===== src/rtl/regdump_pkg.sv =====
// Shared constants and FSM state type for the register dump/load initiator.
package regdump_pkg;

  localparam int unsigned NUM_REGS = 8;
  localparam int unsigned WORD_W   = 16;
  localparam int unsigned IDX_W    = 3;

  typedef enum logic [2:0] {
    StIdle,
    StDCap,
    StDSend,
    StLWait,
    StLWrite,
    StFin
  } state_e;

endpackage


===== src/rtl/reg_dump_loader_if.sv =====
// Control, register-unit and stream signals of the dump/load initiator.
// Signal prefixes are from the initiator's point of view.
interface reg_dump_loader_if;
  import regdump_pkg::*;

  logic              i_grant;
  logic              i_dump_req;
  logic              i_load_req;
  logic [WORD_W-1:0] i_rd_data;
  logic [IDX_W-1:0]  o_sr_sel;
  logic [IDX_W-1:0]  o_dr_sel;
  logic              o_ld_reg;
  logic [WORD_W-1:0] o_bus_out;
  logic              o_bus_en;
  logic [WORD_W-1:0] o_out_data;
  logic              o_out_valid;
  logic              i_out_ready;
  logic [WORD_W-1:0] i_in_data;
  logic              i_in_valid;
  logic              o_in_ready;
  logic              o_busy;
  logic              o_done;
  logic              o_abort;

  modport master (
    input  i_grant, i_dump_req, i_load_req, i_rd_data, i_out_ready, i_in_data, i_in_valid,
    output o_sr_sel, o_dr_sel, o_ld_reg, o_bus_out, o_bus_en, o_out_data, o_out_valid,
    output o_in_ready, o_busy, o_done, o_abort
  );

  modport slave (
    output i_grant, i_dump_req, i_load_req, i_rd_data, i_out_ready, i_in_data, i_in_valid,
    input  o_sr_sel, o_dr_sel, o_ld_reg, o_bus_out, o_bus_en, o_out_data, o_out_valid,
    input  o_in_ready, o_busy, o_done, o_abort
  );

endinterface


===== src/rtl/dump_index_counter.sv =====
// Register index counter with synchronous clear, increment and terminal flag.
module dump_index_counter
  import regdump_pkg::*;
(
  input  logic             i_clk,
  input  logic             i_rst_n,
  input  logic             i_clr,
  input  logic             i_inc,
  output logic [IDX_W-1:0] o_idx,
  output logic             o_last
);

  logic [IDX_W-1:0] r_idx;

  always_ff @(posedge i_clk or negedge i_rst_n) begin
    if (!i_rst_n) begin
      r_idx <= '0;
    end else if (i_clr) begin
      r_idx <= '0;
    end else if (i_inc) begin
      r_idx <= r_idx + 1'b1;
    end
  end

  assign o_idx  = r_idx;
  assign o_last = (r_idx == IDX_W'(NUM_REGS - 1));

endmodule


===== src/rtl/reg_dump_loader.sv =====
// Sequences the register unit's SR1 read port and DR write port to dump
// R0..R7 onto an output stream or load them from an input stream.
module reg_dump_loader
  import regdump_pkg::*;
(
  input  logic                i_clk,
  input  logic                i_rst_n,
  reg_dump_loader_if.master   rdl
);

  state_e            r_state, w_state_nxt;
  logic [WORD_W-1:0] r_hold;
  logic [IDX_W-1:0]  w_idx;
  logic              w_last, w_clr, w_inc, w_cap_rd, w_cap_in;

  dump_index_counter u_idx (
    .i_clk   (i_clk),
    .i_rst_n (i_rst_n),
    .i_clr   (w_clr),
    .i_inc   (w_inc),
    .o_idx   (w_idx),
    .o_last  (w_last)
  );

  always_ff @(posedge i_clk or negedge i_rst_n) begin
    if (!i_rst_n) begin
      r_state <= StIdle;
    end else begin
      r_state <= w_state_nxt;
    end
  end

  always_ff @(posedge i_clk or negedge i_rst_n) begin
    if (!i_rst_n) begin
      r_hold <= '0;
    end else if (w_cap_rd) begin
      r_hold <= rdl.i_rd_data;
    end else if (w_cap_in) begin
      r_hold <= rdl.i_in_data;
    end
  end

  // Grant loss aborts from any busy state; handshakes and writes in that cycle are gated off.
  always_comb begin
    w_state_nxt     = r_state;
    w_clr           = 1'b0;
    w_inc           = 1'b0;
    w_cap_rd        = 1'b0;
    w_cap_in        = 1'b0;
    rdl.o_sr_sel    = w_idx;
    rdl.o_dr_sel    = w_idx;
    rdl.o_ld_reg    = 1'b0;
    rdl.o_bus_out   = '0;
    rdl.o_bus_en    = 1'b0;
    rdl.o_out_data  = '0;
    rdl.o_out_valid = 1'b0;
    rdl.o_in_ready  = 1'b0;
    rdl.o_busy      = 1'b0;
    rdl.o_done      = 1'b0;
    rdl.o_abort     = 1'b0;
    case (r_state)
      StIdle: begin
        w_clr = 1'b1;
        if (rdl.i_grant && rdl.i_dump_req) begin
          w_state_nxt = StDCap;
        end else if (rdl.i_grant && rdl.i_load_req) begin
          w_state_nxt = StLWait;
        end
      end
      StDCap: begin
        rdl.o_busy = 1'b1;
        if (!rdl.i_grant) begin
          rdl.o_abort = 1'b1;
          w_state_nxt = StIdle;
        end else begin
          w_cap_rd    = 1'b1;
          w_state_nxt = StDSend;
        end
      end
      StDSend: begin
        rdl.o_busy      = 1'b1;
        rdl.o_out_data  = r_hold;
        rdl.o_out_valid = rdl.i_grant;
        if (!rdl.i_grant) begin
          rdl.o_abort = 1'b1;
          w_state_nxt = StIdle;
        end else if (rdl.i_out_ready) begin
          w_inc       = !w_last;
          w_state_nxt = w_last ? StFin : StDCap;
        end
      end
      StLWait: begin
        rdl.o_busy     = 1'b1;
        rdl.o_in_ready = rdl.i_grant;
        if (!rdl.i_grant) begin
          rdl.o_abort = 1'b1;
          w_state_nxt = StIdle;
        end else if (rdl.i_in_valid) begin
          w_cap_in    = 1'b1;
          w_state_nxt = StLWrite;
        end
      end
      StLWrite: begin
        rdl.o_busy    = 1'b1;
        rdl.o_bus_en  = 1'b1;
        rdl.o_bus_out = r_hold;
        rdl.o_ld_reg  = rdl.i_grant;
        if (!rdl.i_grant) begin
          rdl.o_abort = 1'b1;
          w_state_nxt = StIdle;
        end else begin
          w_inc       = !w_last;
          w_state_nxt = w_last ? StFin : StLWait;
        end
      end
      StFin: begin
        rdl.o_done  = 1'b1;
        w_state_nxt = StIdle;
      end
      default: w_state_nxt = StIdle;
    endcase
  end

endmodule


===== src/flat_wrapper.sv =====
// flat-port wrapper written by rule: the top's interface ports become plain ports
module reg_dump_loader_flat import regdump_pkg::*;
  (i_clk, i_rst_n, rdl_i_grant, rdl_i_dump_req, rdl_i_load_req, rdl_i_rd_data, rdl_i_out_ready, rdl_i_in_data, rdl_i_in_valid, rdl_o_sr_sel, rdl_o_dr_sel, rdl_o_ld_reg, rdl_o_bus_out, rdl_o_bus_en, rdl_o_out_data, rdl_o_out_valid, rdl_o_in_ready, rdl_o_busy, rdl_o_done, rdl_o_abort);
  reg_dump_loader_if rdl_i ();
  input  logic i_clk;
  input  logic i_rst_n;
  input wire logic [$bits(rdl_i.i_grant)-1:0] rdl_i_grant;
  input wire logic [$bits(rdl_i.i_dump_req)-1:0] rdl_i_dump_req;
  input wire logic [$bits(rdl_i.i_load_req)-1:0] rdl_i_load_req;
  input wire logic [$bits(rdl_i.i_rd_data)-1:0] rdl_i_rd_data;
  input wire logic [$bits(rdl_i.i_out_ready)-1:0] rdl_i_out_ready;
  input wire logic [$bits(rdl_i.i_in_data)-1:0] rdl_i_in_data;
  input wire logic [$bits(rdl_i.i_in_valid)-1:0] rdl_i_in_valid;
  output wire logic [$bits(rdl_i.o_sr_sel)-1:0] rdl_o_sr_sel;
  output wire logic [$bits(rdl_i.o_dr_sel)-1:0] rdl_o_dr_sel;
  output wire logic [$bits(rdl_i.o_ld_reg)-1:0] rdl_o_ld_reg;
  output wire logic [$bits(rdl_i.o_bus_out)-1:0] rdl_o_bus_out;
  output wire logic [$bits(rdl_i.o_bus_en)-1:0] rdl_o_bus_en;
  output wire logic [$bits(rdl_i.o_out_data)-1:0] rdl_o_out_data;
  output wire logic [$bits(rdl_i.o_out_valid)-1:0] rdl_o_out_valid;
  output wire logic [$bits(rdl_i.o_in_ready)-1:0] rdl_o_in_ready;
  output wire logic [$bits(rdl_i.o_busy)-1:0] rdl_o_busy;
  output wire logic [$bits(rdl_i.o_done)-1:0] rdl_o_done;
  output wire logic [$bits(rdl_i.o_abort)-1:0] rdl_o_abort;
  assign rdl_i.i_grant = rdl_i_grant;
  assign rdl_i.i_dump_req = rdl_i_dump_req;
  assign rdl_i.i_load_req = rdl_i_load_req;
  assign rdl_i.i_rd_data = rdl_i_rd_data;
  assign rdl_i.i_out_ready = rdl_i_out_ready;
  assign rdl_i.i_in_data = rdl_i_in_data;
  assign rdl_i.i_in_valid = rdl_i_in_valid;
  assign rdl_o_sr_sel = rdl_i.o_sr_sel;
  assign rdl_o_dr_sel = rdl_i.o_dr_sel;
  assign rdl_o_ld_reg = rdl_i.o_ld_reg;
  assign rdl_o_bus_out = rdl_i.o_bus_out;
  assign rdl_o_bus_en = rdl_i.o_bus_en;
  assign rdl_o_out_data = rdl_i.o_out_data;
  assign rdl_o_out_valid = rdl_i.o_out_valid;
  assign rdl_o_in_ready = rdl_i.o_in_ready;
  assign rdl_o_busy = rdl_i.o_busy;
  assign rdl_o_done = rdl_i.o_done;
  assign rdl_o_abort = rdl_i.o_abort;
  reg_dump_loader u_core (.i_clk(i_clk), .i_rst_n(i_rst_n), .rdl(rdl_i));
endmodule

===== config.mk =====
export PLATFORM = sky130hd
export DESIGN_NAME = reg_dump_loader_flat
export DESIGN_NICKNAME = d
export VERILOG_FILES = /design/src/rtl/regdump_pkg.sv /design/src/rtl/reg_dump_loader_if.sv /design/src/rtl/dump_index_counter.sv /design/src/rtl/reg_dump_loader.sv /design/src/flat_wrapper.sv
export SDC_FILE = /design/constraint.sdc
export NUM_CORES = 1
export LEC_CHECK = 0
export CAP_MARGIN = 20
export CORE_MARGIN = 1
export CORE_UTILIZATION = 39
export CTS_BUF_LIST = sky130_fd_sc_hd__clkbuf_16
export CTS_CLUSTER_DIAMETER = 80
export CTS_CLUSTER_SIZE = 12
export DETAILED_ROUTE_END_ITERATION = 6
export GPL_TIMING_DRIVEN = 0
export PLACE_DENSITY_LB_ADDON = 0.2
export SYNTH_ARGS = -nofsm -noshare
export SYNTH_HDL_FRONTEND = slang
export SYNTH_SLANG_ARGS = --single-unit

===== constraint.sdc =====
create_clock -name i_clk -period 2 [get_ports i_clk]
set_input_delay 0.2 -clock i_clk [delete_from_list [all_inputs] [get_ports i_clk]]
set_output_delay 0.2 -clock i_clk [all_outputs]
set_load 0.01 [all_outputs]

# ---- Yosys cells after proc, flatten, opt, wreduce, memory -nomap -nowiden
# Index checks and enable logic that the tools add are counted.
dict set report totals {
  register_bits 22
  input_bits 39
  output_inout_bits 45
}
dict set report classes {
  n_addsub 1
  eq_ne 9
  mux 35
  n_reduce_logical 8
}
# cell count
set ops {}
lappend ops {{$mux W16} 4}
lappend ops {{$mux W3} 11}
lappend ops {{$mux W1} 17}
lappend ops {{$pmux W3 S5} 1}
lappend ops {{$eq A3 B3 Y1 const B} 3}
lappend ops {{$eq A3 B2 Y1 const B} 2}
lappend ops {{$ne A3 B3 Y1 const B} 2}
lappend ops {{$reduce_bool A2 Y1} 2}
lappend ops {{$reduce_or A4 Y1} 1}
lappend ops {{$add A3 B1 Y3 const B} 1}
lappend ops {{$eq A3 B1 Y1 const B} 1}
lappend ops {{$logic_not A3 Y1} 1}
lappend ops {{$ne A3 B1 Y1 const B} 1}
lappend ops {{$reduce_and A3 Y1} 1}
lappend ops {{$logic_and A1 B1 Y1} 2}
lappend ops {{$mux W2} 1}
lappend ops {{$pmux W1 S2} 1}
lappend ops {{$logic_not A1 Y1} 1}

# ---- Longest topological paths before layout
dict set report logic_depth {
  word_depth 7
  depth_mapped 5
}

# ---- Modules after synthesis
# From an unflattened synthesis, not the netlist that was laid out.
dict set report unflattened {
  hier_cells 145
  hier_area_um2 1607.8
}
# module instances cells_per_inst area_per_inst_um2 seq_area_each_um2
set modules_own_cells {}
lappend modules_own_cells {reg_dump_loader 1 134 1467.7 475.5}
lappend modules_own_cells {dump_index_counter 1 11 140.1 75.1}

# ---- Least setup slack after synthesis
# No wires, ideal clock.
dict set report synth_path {
  kind {register to output}
  from {register u_core.r_state[1]}
  to {output port rdl_o_bus_out[2]}
  arrival_time_ps 1406
  required_time_ps 1800
  path_slack_ps 394
  stages_incl_launch_ff 4
  path_buffers 1
  cell_sequence {dfrtp_1 nor3b_1 clkbuf_1 and2_1}
}
dict set report synth_between {
  elab_chain_cells 2
}
# element line
set synth_rtl {}
lappend synth_rtl {{from (decl)} reg_dump_loader.sv:11} ;# state_e r_state, w_state_nxt;
lappend synth_rtl {{from (signal assigned)} reg_dump_loader.sv:27} ;# r_state <= StIdle;
lappend synth_rtl {{from (signal assigned)} reg_dump_loader.sv:29} ;# r_state <= w_state_nxt;
lappend synth_rtl {{$eq A3 B3 Y1} reg_dump_loader.sv:61} ;# case (r_state)
lappend synth_rtl {{$mux W16} reg_dump_loader.sv:61}
lappend synth_rtl {{to (decl)} flat_wrapper.sv:17} ;# output wire logic [$bits(rdl_i.o_bus_out)-1:0] rdl_o_bus_out;
# Every way passes these cells.

# ---- Worst setup path in the final report
dict set report layout_path {
  from {register u_core.r_state[2]}
  to {output port rdl_o_out_data[3]}
}
dict set report layout_between {
  elab_chain_cells 2
}
# element line
set layout_rtl {}
lappend layout_rtl {{$eq A3 B2 Y1} reg_dump_loader.sv:61}
lappend layout_rtl {{$mux W16} reg_dump_loader.sv:61}
lappend layout_rtl {{to (decl)} flat_wrapper.sv:19} ;# output wire logic [$bits(rdl_i.o_out_data)-1:0] rdl_o_out_data;
# Every way passes these cells.

==> reports/qor.yml <==
global_routing:
  gr-usage-all-layers: 0.198
  grt_pass1_vias: 1405
  antenna_found_initial: 0
  grt_max_degree: 23
  grt_overflow_total: 0
  grt_pass1_wl_mm: 6.48
final_layout:
  syn2layout_area_growth_pct: 71.2
  postLayoutCoreUtil: 0.718
  antennaDiodeCount: 0
  final_nets: 286
  fill_cells: 266
  drive_above_1_share: 0.316
detailed_routing:
  drt_iter0_markers: 78
  wl_mm: 4.10
  drt-vias-per-instance: 4.79
  first_pass_iters: 4
  wl_per_cell_um: 14.0
  ant_nets: 0
  via_count: 1399
  drc: 0
run_status:
  status: "complete, no violations"
pwr:
  p_leak_nw: 1.36
  p_per_area_nw_per_um2: 983
  p_total_w: 0.00266
  ir_worst_vdd_uv: 454
worst_setup_path:
  critPathLaunchType: "register"
  crit_required_ps: 1800
  crit_type: "register to output port"
  critical_path_arrival_ps: 1760
  crit_fanout: 10
  endpoint_kind: "output port"
clock_network:
  clock-sinks: 22
  cts_buffers: 3
  worstSkewPairLatency_ps: 250
  clkTransAtPathRegs_ps: 60
  cts_htree_levels: 1
  cts_root_buf: "clkbuf_16"
  clock_path_buffers: 2
  cts_tree: "yes"
  cts_hold_buf: 0
logic_synthesis:
  synth_area_leaders: "dfrtp_1 35%, mux2_4 19%, and2_1 13%"
  synthArstFlopShare: 1.00
  syn-num-nets: 182
  synth_edf_count: 0
  syn-instance-count: 141
  ys_seq_area_frac: 0.348
  syn_avg_cell_area_um2: 11.2
  synth_ff_type: "dfrtp_1"
  synth_top_area_share: 0.348
  yosys_register_bits: 22
  yosysMostFrequentCell: "and2_1"
  synth_top_area_cell: "dfrtp_1"
  synth_cell_type_count: 34
  synthTopCellsByCount: "34 x and2_1, 22 x dfrtp_1, 20 x mux2_4"
  netlist_area_um2: 1580
  yosys_warnings: 0
timing:
  setup_viol: 0
  finalClockSkew_ps: 2.00
  drv_slew: 0
  hold_viol: 0
  tightest_slew_ps: 475
  fin_crit_ps: 1960
  maxSlewHeadroom: 0.682
  max_freq_mhz: 509
  period_share: 0.981
flow_run:
  maxCapViolations: 0
floorplan:
  die-area_um2: 4310
  fp-row-count: 22
  die_w_um: 65.7
  die_h_um: 65.7
  core_area_um2: 3770
  start_util: 0.419
  ios: 84
min_path:
  hp-class: "input port to asynchronous set/reset pin"
place:
  io_buffer_count: 83
  gp_congestion: 0.855
  post-dp-hpwl_mm: 2.96
-- timing repair --
item                                    4_1_cts  5_1_grt
gates cloned                                  2        0
pin swaps                                     1        1
endpoints found under the setup margin       36       11
resized for setup                            66       18
buffers inserted                             10        3
-- worst paths after layout --
kind | depth (start not counted) | to | from | slack (ps)
worst min register to register | 1 | u_core.r_hold[4]$_DFFE_PN0P_ | u_core.r_hold[4]$_DFFE_PN0P_ | 520
worst max register to register | 6 | u_core.r_hold[8]$_DFFE_PN0P_ | u_core.r_state[1]$_DFFE_PN0P_ | 240
worst min-delay path | 1 | u_core.r_state[1]$_DFFE_PN0P_ | i_rst_n | 150
max in group asynchronous | 2 | u_core.r_state[0]$_DFFE_PN0P_ | i_rst_n | 1490
worst max-delay path | 6 | rdl_o_out_data[3] | u_core.r_state[2]$_DFFE_PN0P_ | 40
min in group i_clk | 1 | u_core.r_hold[4]$_DFFE_PN0P_ | u_core.r_hold[4]$_DFFE_PN0P_ | 520
-- cell families (layout without fill, tap and decap cells) --
logic type | count (synthesis) | after routing | synth area share
compound gates | 9 | 9 | 0.0412
fa+ha+maj | 3 | 3 | 0.0221
buf+inv | 16 | 119 | 0.0657
flops | 22 | 22 | 0.348
mux | 36 | 36 | 0.301
simple gates | 55 | 55 | 0.222
-- power by group --
part | leakage, nW | total (W) | switching [W] | internal, W
registers | 0.266 | 0.000801 | 0.000153 | 0.000647
clock network | 0.0385 | 0.000419 | 0.000152 | 0.000266
logic | 1.06 | 0.00144 | 0.000547 | 0.000895
-- layer usage --
metal,part of all wire,wire [um],GRT usage
met1,0.42,1710,0.246
met5,0,0,0
met2,0.49,2030,0.335
met4,0.012,49,0.0625
met3,0.076,312,0.0434
-- critical path: stages (launching register included) --
cell           delay [ps]
dfrtp_2               440
buf_6                 150
nor3b_4               230
buf_4                 150
clkbuf_8              140
and2_1                140
dlygate4sd2_1         260
-- per-stage QoR --
stage	std cells	hold WS, ps	setup TNS (ps)	cell area [um2]	worst slack, ps
after detailed placement	272	507	-11960	2470	-653
after global placement	272	499	-9130	2470	-534
final	292	152	0	2710	37.1
after floorplan	141	-95.6	0	1580	394
after CTS	288	520	-296	2680	-149
after global routing	292	149	-159	2710	-28.4
-- flip-flops by register name, indices dropped and copies added (netlist names) --
register            cells
u_core.r_hold          16
u_core.r_state          3
u_core.u_idx.o_idx      3
-- cell type report --
class | count | area (um2) | share of cell area
clock buffer | 3 | 75.1 | 0.0277
sequential | 22 | 553 | 0.204
timing repair buffer | 99 | 927 | 0.342
tap | 48 | 60.1 | 0.0222
inverter | 4 | 15.0 | 0.00555
multi-input combinational | 103 | 950 | 0.351
clock inverter | 1 | 3.75 | 0.00139
buffer | 12 | 124 | 0.0457
-- cell usage in the layout, fill, tap and decap left out, drive strengths merged, types with 3 or more instances in the layout --
| cell type | Yosys | layout |
|---|---|---|
| mux2i | 3 | 3 |
| clkdlybuf4s15 | 0 | 5 |
| nand2 | 3 | 3 |
| dfrtp | 22 | 22 |
| dlygate4sd2 | 0 | 21 |
| inv | 4 | 4 |
| buf | 10 | 30 |
| clkbuf | 2 | 9 |
| clkdlybuf4s50 | 0 | 47 |
| and2 | 34 | 34 |
| mux2 | 33 | 33 |
Power figures use the tool's default switching activity.
